--- config.mk ---
export PLATFORM = sky130hd
export DESIGN_NAME = vga_plot_scheduler_flat
export DESIGN_NICKNAME = d
export VERILOG_FILES = /design/src/rtl/vga_plot_scheduler_if.sv /design/src/rtl/vga_plot_scheduler.sv /design/src/flat_wrapper.sv
export SDC_FILE = /design/constraint.sdc
export NUM_CORES = 1
export LEC_CHECK = 0
export ABC_AREA = 1
export CORE_MARGIN = 2
export CORE_UTILIZATION = 28
export CTS_BUF_LIST = sky130_fd_sc_hd__clkbuf_4
export DETAILED_ROUTE_END_ITERATION = 8
export GPL_TIMING_DRIVEN = 0
export PLACE_DENSITY = 0.66
export REMOVE_ABC_BUFFERS = 1
export SLEW_MARGIN = 10
export SYNTH_ARGS = -nofsm -noshare
export SYNTH_HDL_FRONTEND = slang
export SYNTH_SLANG_ARGS = --single-unit
--- constraint.sdc ---
create_clock -name CLOCK_50 -period 2.8 [get_ports CLOCK_50]
set_input_delay 0.56 -clock CLOCK_50 [delete_from_list [all_inputs] [get_ports CLOCK_50]]
set_output_delay 0.56 -clock CLOCK_50 [all_outputs]
set_load 0.02 [all_outputs]
--- src/rtl/vga_plot_scheduler_if.sv ---
// Plot-bus bundle between the per-frame draw engines and the VGA plot scheduler.
// The master side is the set of draw requesters; the slave side is the scheduler.
interface vga_plot_scheduler_if;
   logic [2:0]  req;
   logic [2:0]  done;
   logic [2:0]  plot_in;
   logic [23:0] x_in;
   logic [20:0] y_in;
   logic [71:0] colour_in;
   logic [2:0]  grant;
   logic [7:0]  vga_x;
   logic [6:0]  vga_y;
   logic [23:0] vga_colour;
   logic        vga_plot;
   logic [1:0]  phase;
   logic        frame_done;
   logic        timeout_flag;
   logic [1:0]  timeout_phase;
   logic [14:0] pixel_count;

   modport master (
      output req, done, plot_in, x_in, y_in, colour_in,
      input  grant, vga_x, vga_y, vga_colour, vga_plot, phase,
             frame_done, timeout_flag, timeout_phase, pixel_count
   );

   modport slave (
      input  req, done, plot_in, x_in, y_in, colour_in,
      output grant, vga_x, vga_y, vga_colour, vga_plot, phase,
             frame_done, timeout_flag, timeout_phase, pixel_count
   );
endinterface

--- src/rtl/vga_plot_scheduler.sv ---
// Per-frame owner of the VGA plot bus: clear -> tiles -> sprite -> done, one
// granted requester at a time, its pixel registered onto the adapter outputs.
module vga_plot_scheduler #(
   parameter int TIMEOUT_CYCLES = 100000,
   parameter int TMO_W          = 17
) (
   input  logic                 CLOCK_50,
   input  logic                 frame_reset,
   vga_plot_scheduler_if.slave  bus
);

   typedef enum logic [1:0] {
      S_CLEAR  = 2'd0,
      S_TILES  = 2'd1,
      S_SPRITE = 2'd2,
      S_DONE   = 2'd3
   } state_t;

   localparam logic [TMO_W-1:0] TMO_LAST = TMO_W'(TIMEOUT_CYCLES - 1);
   localparam logic [14:0]      PIX_MAX  = 15'h7FFF;

   function automatic logic [14:0] sat_inc(input logic [14:0] v);
      return (v == PIX_MAX) ? v : v + 15'd1;
   endfunction

   function automatic logic [2:0] onehot_grant(input state_t s);
      logic [2:0] g;
      case (s)
         S_CLEAR:  g = 3'b001;
         S_TILES:  g = 3'b010;
         S_SPRITE: g = 3'b100;
         default:  g = 3'b000;
      endcase
      return g;
   endfunction

   state_t           state, state_next;
   logic [2:0]       grant_q, grant_next;
   logic [TMO_W-1:0] phase_cnt;
   logic             held, cur_req, cur_done, at_limit, advance, timed_out;
   logic             frame_done_q, tmo_flag;
   logic [1:0]       tmo_phase;

   // Datapath stage p0 is the granted-slot mux, p1 the registered adapter outputs.
   logic             vld_p0, vld_p1;
   logic [7:0]       x_p0, x_p1;
   logic [6:0]       y_p0, y_p1;
   logic [23:0]      colour_p0, colour_p1;
   logic [14:0]      pix_cnt;

   always_comb begin
      state_next = state;
      held       = 1'b0;
      cur_req    = 1'b0;
      cur_done   = 1'b0;
      case (state)
         S_CLEAR: begin
            held     = grant_q[0];
            cur_req  = bus.req[0];
            cur_done = bus.done[0];
         end
         S_TILES: begin
            held     = grant_q[1];
            cur_req  = bus.req[1];
            cur_done = bus.done[1];
         end
         S_SPRITE: begin
            held     = grant_q[2];
            cur_req  = bus.req[2];
            cur_done = bus.done[2];
         end
         default: ;
      endcase

      at_limit  = (phase_cnt == TMO_LAST);
      advance   = held & (cur_done | ~cur_req | at_limit);
      timed_out = held & cur_req & ~cur_done & at_limit;

      if (advance) begin
         case (state)
            S_CLEAR:  state_next = S_TILES;
            S_TILES:  state_next = S_SPRITE;
            default:  state_next = S_DONE;
         endcase
      end

      // Grant follows the next state so a phase hand-off leaves no idle cycle.
      grant_next = onehot_grant(state_next);
   end

   always_ff @(posedge CLOCK_50 or posedge frame_reset) begin
      if (frame_reset) begin
         state        <= S_CLEAR;
         grant_q      <= 3'b000;
         phase_cnt    <= '0;
         frame_done_q <= 1'b0;
         tmo_flag     <= 1'b0;
         tmo_phase    <= 2'd0;
      end else begin
         state        <= state_next;
         grant_q      <= grant_next;
         frame_done_q <= (state_next == S_DONE);
         if (advance)
            phase_cnt <= '0;
         else if (held)
            phase_cnt <= phase_cnt + 1'b1;
         if (timed_out) begin
            tmo_flag  <= 1'b1;
            tmo_phase <= state;
         end
      end
   end

   // With no grant the coordinates hold and the plot strobe drops.
   always_comb begin
      vld_p0    = 1'b0;
      x_p0      = x_p1;
      y_p0      = y_p1;
      colour_p0 = colour_p1;
      case (grant_q)
         3'b001: begin
            vld_p0    = bus.plot_in[0];
            x_p0      = bus.x_in[7:0];
            y_p0      = bus.y_in[6:0];
            colour_p0 = bus.colour_in[23:0];
         end
         3'b010: begin
            vld_p0    = bus.plot_in[1];
            x_p0      = bus.x_in[15:8];
            y_p0      = bus.y_in[13:7];
            colour_p0 = bus.colour_in[47:24];
         end
         3'b100: begin
            vld_p0    = bus.plot_in[2];
            x_p0      = bus.x_in[23:16];
            y_p0      = bus.y_in[20:14];
            colour_p0 = bus.colour_in[71:48];
         end
         default: ;
      endcase
   end

   always_ff @(posedge CLOCK_50 or posedge frame_reset) begin
      if (frame_reset) begin
         vld_p1    <= 1'b0;
         x_p1      <= 8'd0;
         y_p1      <= 7'd0;
         colour_p1 <= 24'd0;
         pix_cnt   <= 15'd0;
      end else begin
         vld_p1    <= vld_p0;
         x_p1      <= x_p0;
         y_p1      <= y_p0;
         colour_p1 <= colour_p0;
         if (vld_p0)
            pix_cnt <= sat_inc(pix_cnt);
      end
   end

   assign bus.grant         = grant_q;
   assign bus.phase         = state;
   assign bus.frame_done    = frame_done_q;
   assign bus.timeout_flag  = tmo_flag;
   assign bus.timeout_phase = tmo_phase;
   assign bus.vga_plot      = vld_p1;
   assign bus.vga_x         = x_p1;
   assign bus.vga_y         = y_p1;
   assign bus.vga_colour    = colour_p1;
   assign bus.pixel_count   = pix_cnt;

   a_grant_onehot0 : assert property (@(posedge CLOCK_50) disable iff (frame_reset)
      $onehot0(grant_q));

endmodule

--- src/flat_wrapper.sv ---
// flat-port wrapper written by rule: the top's interface ports become plain ports
module vga_plot_scheduler_flat 
#(
   parameter int TIMEOUT_CYCLES = 100000,
   parameter int TMO_W          = 17
)
  (CLOCK_50, frame_reset, bus_req, bus_done, bus_plot_in, bus_x_in, bus_y_in, bus_colour_in, bus_grant, bus_vga_x, bus_vga_y, bus_vga_colour, bus_vga_plot, bus_phase, bus_frame_done, bus_timeout_flag, bus_timeout_phase, bus_pixel_count);
  vga_plot_scheduler_if bus_i ();
  input  logic CLOCK_50;
  input  logic frame_reset;
  input wire logic [$bits(bus_i.req)-1:0] bus_req;
  input wire logic [$bits(bus_i.done)-1:0] bus_done;
  input wire logic [$bits(bus_i.plot_in)-1:0] bus_plot_in;
  input wire logic [$bits(bus_i.x_in)-1:0] bus_x_in;
  input wire logic [$bits(bus_i.y_in)-1:0] bus_y_in;
  input wire logic [$bits(bus_i.colour_in)-1:0] bus_colour_in;
  output wire logic [$bits(bus_i.grant)-1:0] bus_grant;
  output wire logic [$bits(bus_i.vga_x)-1:0] bus_vga_x;
  output wire logic [$bits(bus_i.vga_y)-1:0] bus_vga_y;
  output wire logic [$bits(bus_i.vga_colour)-1:0] bus_vga_colour;
  output wire logic [$bits(bus_i.vga_plot)-1:0] bus_vga_plot;
  output wire logic [$bits(bus_i.phase)-1:0] bus_phase;
  output wire logic [$bits(bus_i.frame_done)-1:0] bus_frame_done;
  output wire logic [$bits(bus_i.timeout_flag)-1:0] bus_timeout_flag;
  output wire logic [$bits(bus_i.timeout_phase)-1:0] bus_timeout_phase;
  output wire logic [$bits(bus_i.pixel_count)-1:0] bus_pixel_count;
  assign bus_i.req = bus_req;
  assign bus_i.done = bus_done;
  assign bus_i.plot_in = bus_plot_in;
  assign bus_i.x_in = bus_x_in;
  assign bus_i.y_in = bus_y_in;
  assign bus_i.colour_in = bus_colour_in;
  assign bus_grant = bus_i.grant;
  assign bus_vga_x = bus_i.vga_x;
  assign bus_vga_y = bus_i.vga_y;
  assign bus_vga_colour = bus_i.vga_colour;
  assign bus_vga_plot = bus_i.vga_plot;
  assign bus_phase = bus_i.phase;
  assign bus_frame_done = bus_i.frame_done;
  assign bus_timeout_flag = bus_i.timeout_flag;
  assign bus_timeout_phase = bus_i.timeout_phase;
  assign bus_pixel_count = bus_i.pixel_count;
  vga_plot_scheduler #(.TIMEOUT_CYCLES(TIMEOUT_CYCLES), .TMO_W(TMO_W)) u_core (.CLOCK_50(CLOCK_50), .frame_reset(frame_reset), .bus(bus_i));
endmodule
== Word-level counts from Yosys, hierarchy flattened ==
Index checks and enable logic that the tools add are counted.

* Bitwise gates (word level): 9
* Add/sub/neg operators: 2
* Muxes and demuxes: 12
* Reduce and logical (&&, ||, !) cells: 5
* Equality and inequality tests: 10

{| class="wikitable"
|+ Operators by type and width
! cell !! number
|-
| one-hot mux 24 bit (3 select lines) || 1
|-
| two-way mux 17 bit || 2
|-
| one-hot mux 8 bit (3 select lines) || 1
|-
| one-hot mux 7 bit (3 select lines) || 1
|-
| adder 17 x 1 -> 17 bit, second input constant || 1
|-
| equality test 17 bit, second input constant || 1
|-
| adder 15 x 1 -> 15 bit, second input constant || 1
|-
| equality test 15 bit, second input constant || 1
|-
| one-hot mux 1 bit (3 select lines) || 4
|-
| one-hot mux 3 bit (3 select lines) || 1
|-
| equality test 2 bit, second input constant || 3
|-
| AND 1 bit || 4
|-
| equality test 2 x 1 -> 1 bit, second input constant || 2
|-
| zero test 2 bit || 2
|-
| one-hot mux 2 bit (2 select lines) || 1
|-
| equality test 3 x 1 -> 1 bit, second input constant || 1
|-
| equality test 3 x 2 -> 1 bit, second input constant || 1
|-
| equality test 3 bit, second input constant || 1
|-
| inverter 1 bit || 3
|-
| nonzero test 3 bit || 1
|-
| two-way mux 2 bit || 1
|-
| OR 1 bit || 2
|-
| AND reduction 2 bit || 1
|-
| nonzero test 2 bit || 1
|}

* Output and inout bits: 64
* Bits in registers: 81

== Depth between registers and ports, before layout ==
Gate-level depths: netlist of run 1.

* Depth after elaboration: 9
* Depth in mapped cells: 11
* Mapped depth without buffers: 10

== Worst setup path before layout of run 1 ==
Ideal clock, no wire load.

* Kind: register to register
* From: register u_core.pix_cnt[0], in the netlist u_core.bus.pixel_count[0]
* To: register u_core.pix_cnt[11], in the netlist u_core.bus.pixel_count[11]
* Path buffers: 1
* Data arrival time: 1.588 ns
* Slack: 1.091 ns
* Cell stages (with the launch flop): 10
* Library setup time: 0.120 ns
* Period minus slack after synthesis: 1.709 ns
* Path through: dfrtp_1 > ha_1 > nand3_1 > inv_1 > nand4_1 > nand2_4 > inv_4 > buf_4 > o21ai_1 > nand2_1

* Cells in the longest elaborated chain, start to end: 3
* Elaborated cells between the ends (all ways): 4
* Classes of those cells: add/sub: 1; eq/ne: 1; bitwise: 1; reduce/logical: 1

{| class="wikitable"
|+ RTL lines
! what !! RTL line !! text
|-
| start: declaration || vga_plot_scheduler.sv:49 || <nowiki>logic [14:0] pix_cnt;</nowiki>
|-
| start signal: assignment || vga_plot_scheduler.sv:156 || <nowiki>pix_cnt <= sat_inc(pix_cnt);</nowiki>
|-
| parallel branches: the longest is 3 deep, another holds adder 15 x 1 -> 15 bit || -- ||
|}

Parallel ways; which one is timed is not known.
A chain may end at the register's enable or synchronous reset.

== Worst setup path in the final report of run 1 ==
* From: register u_core.state[0], in the netlist u_core.bus.phase[0]
* To: output port bus_phase[0]

{| class="wikitable"
|+ RTL lines
! what !! RTL line !! text
|-
| start: declaration || vga_plot_scheduler.sv:37 || <nowiki>state_t state, state_next;</nowiki>
|-
| start signal: assignment || vga_plot_scheduler.sv:100 || <nowiki>state <= state_next;</nowiki>
|-
| end: declaration || flat_wrapper.sv:22 || <nowiki>output wire logic [$bits(bus_i.phase)-1:0] bus_phase;</nowiki>
|}

No word-level cell between the ends.

==> results of run 1 <==
[stage by stage]
stage | utilization, % | hold WS, ns | instance area, µm² | total power, W | setup TNS (ns)
floorplan | - | 0.484 | 4380 | 0.00391 | -13.79
global placement | 41.5 | 0.457 | 6560 | 0.00531 | -171.11
detailed placement | 42.1 | 0.469 | 6660 | 0.00555 | 0
CTS | 43.1 | 0.439 | 6820 | 0.00637 | 0
global route | 43.1 | 0.456 | 6820 | 0.00680 | 0
finish | 43.1 | 0.465 | 6820 | 0.00625 | 0
[where the power goes]
part / leakage [nW] / internal, W / switching (W) / total [W]
logic: 1.91 / 0.00146 / 0.00211 / 0.00357
registers: 1.03 / 0.00159 / 0.000295 / 0.00189
clock network: 0.0875 / 0.000362 / 0.000426 / 0.000788
total: 3.03 / 0.00342 / 0.00283 / 0.00625
[layer usage]
layer	up-vias	global-route usage, %	share of wire (%)
li1	2371	-	-
met1	1989	18.9	43
met2	143	26.7	46
met3	18	4.44	9.2
met4	2	5.76	1.5
met5	-	0	0.095
[cell usage in the layout (no fill, tap or decap)]
cell,n
buf_8,2
nor2_4,1
nand4_1,13
nor3_2,2
clkinv_1,1
nand3_2,2
nand2_2,3
inv_4,2
clkbuf_4,9
nor2_1,55
o2bb2ai_1,1
clkdlybuf4s50_1,191
dfrtp_1,81
nand2_4,3
nand3_4,1
nor3_4,1
a21oi_1,33
nor3_1,10
nor4b_1,1
nor3b_2,1
o21ai_0,16
ha_1,2
clkinv_4,3
inv_2,8
xnor2_1,4
bufinv_16,2
o21a_1,7
clkinv_2,1
xor2_1,9
nand3b_1,1
nand3_1,30
o21ai_1,34
buf_16,1
nand2_1,243
buf_12,1
inv_1,39
[worst reg2reg max path: cells and delay by family, from the launching register on]
| family | cells | cell delay (ns) |
|---|---|---|
| simple gates | 7 | 0.78 |
| buf+inv | 3 | 0.90 |
| flops | 1 | 0.47 |
[path summary, 6_finish.rpt]
check | from | end | slack (ns) | cells after the start
min reg2reg | u_core.bus.pixel_count[14] | u_core.bus.pixel_count[14] | 0.50 | 2
min | frame_reset | u_core.bus.vga_x[5] | 0.47 | 2
max reg2reg | u_core.bus.grant[1] | u_core.bus.pixel_count[12] | 0.55 | 10
max | u_core.bus.phase[0] | bus_phase[0] | 0.51 | 1
min in group CLOCK_50 | u_core.bus.pixel_count[14] | u_core.bus.pixel_count[14] | 0.50 | 2
max in group asynchronous | frame_reset | u_core.bus.pixel_count[13] | 1.72 | 3
[state kept, by name, indices dropped and copies added (netlist names)]
signal and cells:
u_core.bus.timeout_phase 2, u_core.bus.timeout_flag 1, u_core.bus.vga_y 7, u_core.phase_cnt 17, u_core.bus.frame_done 1, u_core.bus.vga_x 8, u_core.bus.pixel_count 15, u_core.bus.grant 3
u_core.bus.phase 2, u_core.bus.vga_colour 24, u_core.bus.vga_plot 1
[area by class of cell]
class,count,share of cell area (%)
sequential,81,29.7
multi-input combinational,473,32.0
inverter,49,2.77
timing repair buffer,195,29.2
clock inverter,7,1.39
clock buffer,9,0.991
tap,216,3.96
[kinds of logic after synthesis]
family | after synthesis | share of synthesized area, %
AO/OA/AOI/OAI | 91 | 10.6
XOR/XNOR | 13 | 2.52
adder cells (fa/ha/maj) | 2 | 0.555
buffers and inverters | 73 | 6.96
flip-flops | 81 | 44.9
AND/OR/NAND/NOR | 367 | 34.4
==> flow_metrics.tcl, run 1 <==
set metrics [dict create \
    ys_types 29 \
    cts.hold.buffers_added 0 \
    ios 192 \
    cp_cell_sequence "clkdlybuf4s50_1" \
    dieHeight_um 131 \
    gp_congestion 0.771 \
    fmax_mhz 436 \
    syn_area_um2 4510 \
    synth_cells 627 \
    cp.buffers_inverters 1 \
    cp_slowest_cell "clkdlybuf4s50_1" \
    seqCellArea_um2 2030 \
    numCtsBuffers 9 \
    slew_violations 0 \
    fin_skew_ns 0.0261 \
    antenna_found_initial 1 \
    start_util_pct 28.5 \
    finalCritPeriodShare_pct 81.8 \
    yosysTopAreaCell "dfrtp_1" \
    grt.total_usage_pct 15.6 \
    drive_gt1_share_pct 5.28 \
    ir_drop_mv 0.444 \
    row_count 46 \
    path_delay_family "buffers and inverters" \
    final-hold-violation-count 0 \
    grt_remaining_overflow 0 \
    insertion_delay_ns 0.45 \
    path_class "register to primary output" \
    grt_pass1_vias 4255 \
    grt_max_degree 48 \
    worstMarginPinSlew_ns 0.754 \
    diodes 0 \
    run_status "complete, no violations" \
    synthTopCellsByCount "243 x nand2_1, 81 x dfrtp_1, 56 x nor2_1" \
    yosysWarnings 0 \
    crit_path_max_incr_delay_ns 0.71 \
    critPathRequiredTime_ns 2.24 \
    hold_class "primary input to async pin" \
    first_iter_violations 212 \
    ys_top_cells_by_area "dfrtp_1 45%, nand2_1 20%, nor2_1 4.7%, o21ai_1 3.8%, a21oi_1 3.7%" \
    pre_cts_slack_ns 0.523 \
    synth_most_common_cell "nand2_1" \
    cts_setup_buffers 0 \
    cp-start-kind "register" \
    core_um2 15800 \
    drc_errors 0 \
    clk_pin_slew_worst_paths_ns 0.14 \
    multiInputGateArea_um2 2180 \
    final_cells 1030 \
    maxCapViolations 0 \
    nets 939 \
    power_leakage_nw 3.03 \
    cts_resized 0 \
    placed_cells 1014 \
    syn_to_final_growth_pct 51.2 \
    vias 4523 \
    rsz0062_at_grt "no" \
    setup_viol 0 \
    cts_tree "built" \
    routed_wl_um 13800 \
    drt-pass1-iter-count 4 \
    ys_seq_area_share_pct 45.0 \
    fin_ws_ns 0.509 \
    numPortBuffers 191 \
    cts_htree_levels 3 \
    root_buffer "clkbuf_4" \
    synth_edf_count 0 \
    async_reset_ff_share_pct 100 \
    wire_per_inst_um 13.4 \
    period_minus_slack_ns 2.29 \
    fillers 1615 \
    cp-end-kind "primary output" \
    synth-main-ff-cell "dfrtp_1" \
    fp.dieW_um 131 \
    clkSinkCount 81 \
    dp_hpwl_um 10400 \
    cts_buffer_depth 2 \
    slew_headroom_pct 49.7 \
    synth_top_area_share_pct 45.0 \
    vias_per_cell 4.39 \
    antenna_left 0 \
    powerDensity_nw_per_um2 916 \
    critPathMaxFanout 10 \
    crit_arrival_ns 1.73 \
    grt_first_pass_wirelength_um 21000 \
    yosys_register_bits 81 \
    die-area_um2 17100 \
    avgSynthCellArea_um2 7.19 \
]
Note: power is estimated with default switching activity, not from simulation.
==> run 2, diff against run 1 <==
--- a/config.mk
+++ b/config.mk
@@ -11,7 +11,7 @@
 export CTS_BUF_LIST = sky130_fd_sc_hd__clkbuf_4
 export DETAILED_ROUTE_END_ITERATION = 8
 export GPL_TIMING_DRIVEN = 0
-export PLACE_DENSITY = 0.66
+export PLACE_DENSITY = 0.68
 export REMOVE_ABC_BUFFERS = 1
 export SLEW_MARGIN = 10
 export SYNTH_ARGS = -nofsm -noshare
==> constraint.sdc (replaced) <==
create_clock -name CLOCK_50 -period 2.01 [get_ports CLOCK_50]
set_input_delay 0.402 -clock CLOCK_50 [delete_from_list [all_inputs] [get_ports CLOCK_50]]
set_output_delay 0.402 -clock CLOCK_50 [all_outputs]
set_load 0.02 [all_outputs]
==> flow_metrics.tcl, run 2 (synthesized netlist as in run 1, its figures left out) <==
set metrics [dict create \
    run_status "complete, no violations" \
    finalCritPeriodShare_pct 95.9 \
    maxCapViolations 0 \
    crit_path_max_incr_delay_ns 0.63 \
    r2r-start "u_core.bus.grant[1]" \
    first_iter_violations 282 \
    fp.dieW_um 131 \
    cp-end-kind "primary output" \
    path_delay_family "buffers and inverters" \
    routed_wl_um 14400 \
    power_leakage_nw 3.12 \
    core_um2 15800 \
    critPathRequiredTime_ns 1.61 \
    cts_buffer_depth 2 \
    gp_congestion 0.821 \
    wire_per_inst_um 13.9 \
    seqCellArea_um2 2030 \
    final_cells 1035 \
    numPortBuffers 191 \
    worstMarginPinSlew_ns 0.758 \
    numCtsBuffers 9 \
    antenna_left 0 \
    start_util_pct 28.5 \
    grt.total_usage_pct 16.1 \
    cts.hold.buffers_added 0 \
    cp_cell_sequence "clkdlybuf4s50_1" \
    drc_errors 0 \
    grt_first_pass_wirelength_um 21300 \
    row_count 46 \
    post-route-util_pct 43.6 \
    cts_tree "built" \
    fin_skew_ns 0.0136 \
    path_class "register to primary output" \
    antenna_found_initial 1 \
    crit_arrival_ns 1.53 \
    ir_drop_mv 0.516 \
    switching_share_pct 46.1 \
    drive_gt1_share_pct 6.72 \
    cp.buffers_inverters 1 \
    vias_per_cell 4.52 \
    slew_headroom_pct 49.2 \
    rrSetupSlack_ns 0.18 \
    drt-pass1-iter-count 4 \
    largest_reg_flops 24 \
    nets 943 \
    dp_hpwl_um 10500 \
    insertion_delay_ns 0.45 \
    cp-start-kind "register" \
    slew_violations 0 \
    p_clk_share_pct 12.6 \
    r2r-end "u_core.bus.vga_colour[10]" \
    clk_pin_slew_worst_paths_ns 0.14 \
    root_buffer "clkbuf_4" \
    hold_class "primary input to async pin" \
    grt_pass1_vias 4236 \
    vias 4675 \
    fillers 1599 \
    rr_worst_depth 7 \
    final_common_cell "nand2_1" \
    die-area_um2 17100 \
    most-common-layout-cells "243 x nand2_1, 180 x clkdlybuf4s50_1, 76 x dfrtp_1" \
    grt_max_degree 45 \
    switching_power_w 0.00409 \
    grt_remaining_overflow 0 \
    fmax_mhz 519 \
    syn_to_final_growth_pct 53.1 \
    final-hold-violation-count 0 \
    pwr-share-seq_pct 30.0 \
    cts_htree_levels 3 \
    rsz0062_at_grt "no" \
    critPathMaxFanout 4 \
    period_minus_slack_ns 1.93 \
    intPower_w 0.00479 \
    placed_cells 1013 \
    multiInputGateArea_um2 2220 \
    setup_viol 0 \
    ios 192 \
    dieHeight_um 131 \
    p_comb_share_pct 57.3 \
    cp_slowest_cell "clkdlybuf4s50_1" \
    clkSinkCount 81 \
    whs_ns 0.338 \
    powerDensity_nw_per_um2 1290 \
]
-- run 2: changes by cell type in the layout (fill, tap and decap cells not counted), moves of 2 or more --
cell | before | now
dfrtp_2 | 0 | 5
clkinv_4 | 3 | 1
dlymetal6s2s_1 | 0 | 4
clkdlybuf4s50_1 | 191 | 180
inv_6 | 0 | 3
nor3_2 | 2 | 4
dfrtp_1 | 81 | 76
dlygate4sd2_1 | 0 | 7
buf_4 | 0 | 2
-- run 2: area by class of cell --
type / count / share of cell area, %
Clock buffer: 9 / 0.979
Multi-Input combinational cell: 475 / 32.1
Sequential cell: 81 / 29.5
Antenna cell: 1 / 0.0363
Tap cell: 216 / 3.92
Clock inverter: 7 / 1.36
Inverter: 49 / 3.19
Timing Repair inverter: 1 / 0.127
Timing Repair Buffer: 196 / 28.8
-- run 2: repair_timing --
action,CTS,global route
buffers inserted,2,0
setup endpoints to repair,30,34
gates resized for setup,16,10
pin swaps,1,1
gates cloned,1,2
-- run 2: how the worst max path moves through the flow --
| stage | slack (ns) | start | depth (start not counted) | end |
|---|---|---|---|---|
| after floorplan | -1.44 | u_core.bus.grant[1] | 6 | u_core.bus.vga_colour[10] |
| after global placement | -2.66 | u_core.bus.grant[1] | 7 | u_core.bus.vga_y[2] |
| after detailed placement | -0.23 | u_core.bus.grant[1] | 10 | u_core.bus.pixel_count[12] |
| after CTS | 0.002 | u_core.bus.pixel_count[0] | 1 | bus_pixel_count[0] |
| after global routing | 0.007 | u_core.bus.pixel_count[4] | 1 | bus_pixel_count[4] |
| final | 0.08 | u_core.bus.pixel_count[8] | 1 | bus_pixel_count[8] |
-- run 2: power by group through the flow --
| stage | clock, W | combinational (W) | sequential (W) |
|---|---|---|---|
| CTS | 0.00117 | 0.00509 | 0.00267 |
| detailed placement | 0 | 0.00502 | 0.00269 |
| global placement | 0 | 0.00457 | 0.00264 |
| finish | 0.00112 | 0.00509 | 0.00266 |
| global route | 0.00123 | 0.00562 | 0.00276 |
| floorplan | 0 | 0.00207 | 0.00325 |
-- run 2: per-stage QoR --
| stage | power [W] | setup slack, ns | setup TNS, ns | cell area (µm²) |
|---|---|---|---|---|
| detailed placement | 0.00771 | -0.228 | -1.84 | 6640 |
| global route | 0.00962 | 0.00709 | 0 | 6900 |
| CTS | 0.00893 | 0.00181 | 0 | 6850 |
| floorplan | 0.00532 | -1.44 | -89.33 | 4380 |
| global placement | 0.00721 | -2.66 | -273.55 | 6560 |
| finish | 0.00888 | 0.0822 | 0 | 6900 |
-- run 2: per-layer routing --
metal	vias up	wire, µm	GRT usage, %
met1	2126	6090	19.9
met2	150	7000	27.6
met4	0	204	6.07
met3	11	1140	3.66
met5	-	0	0
li1	2388	-	-
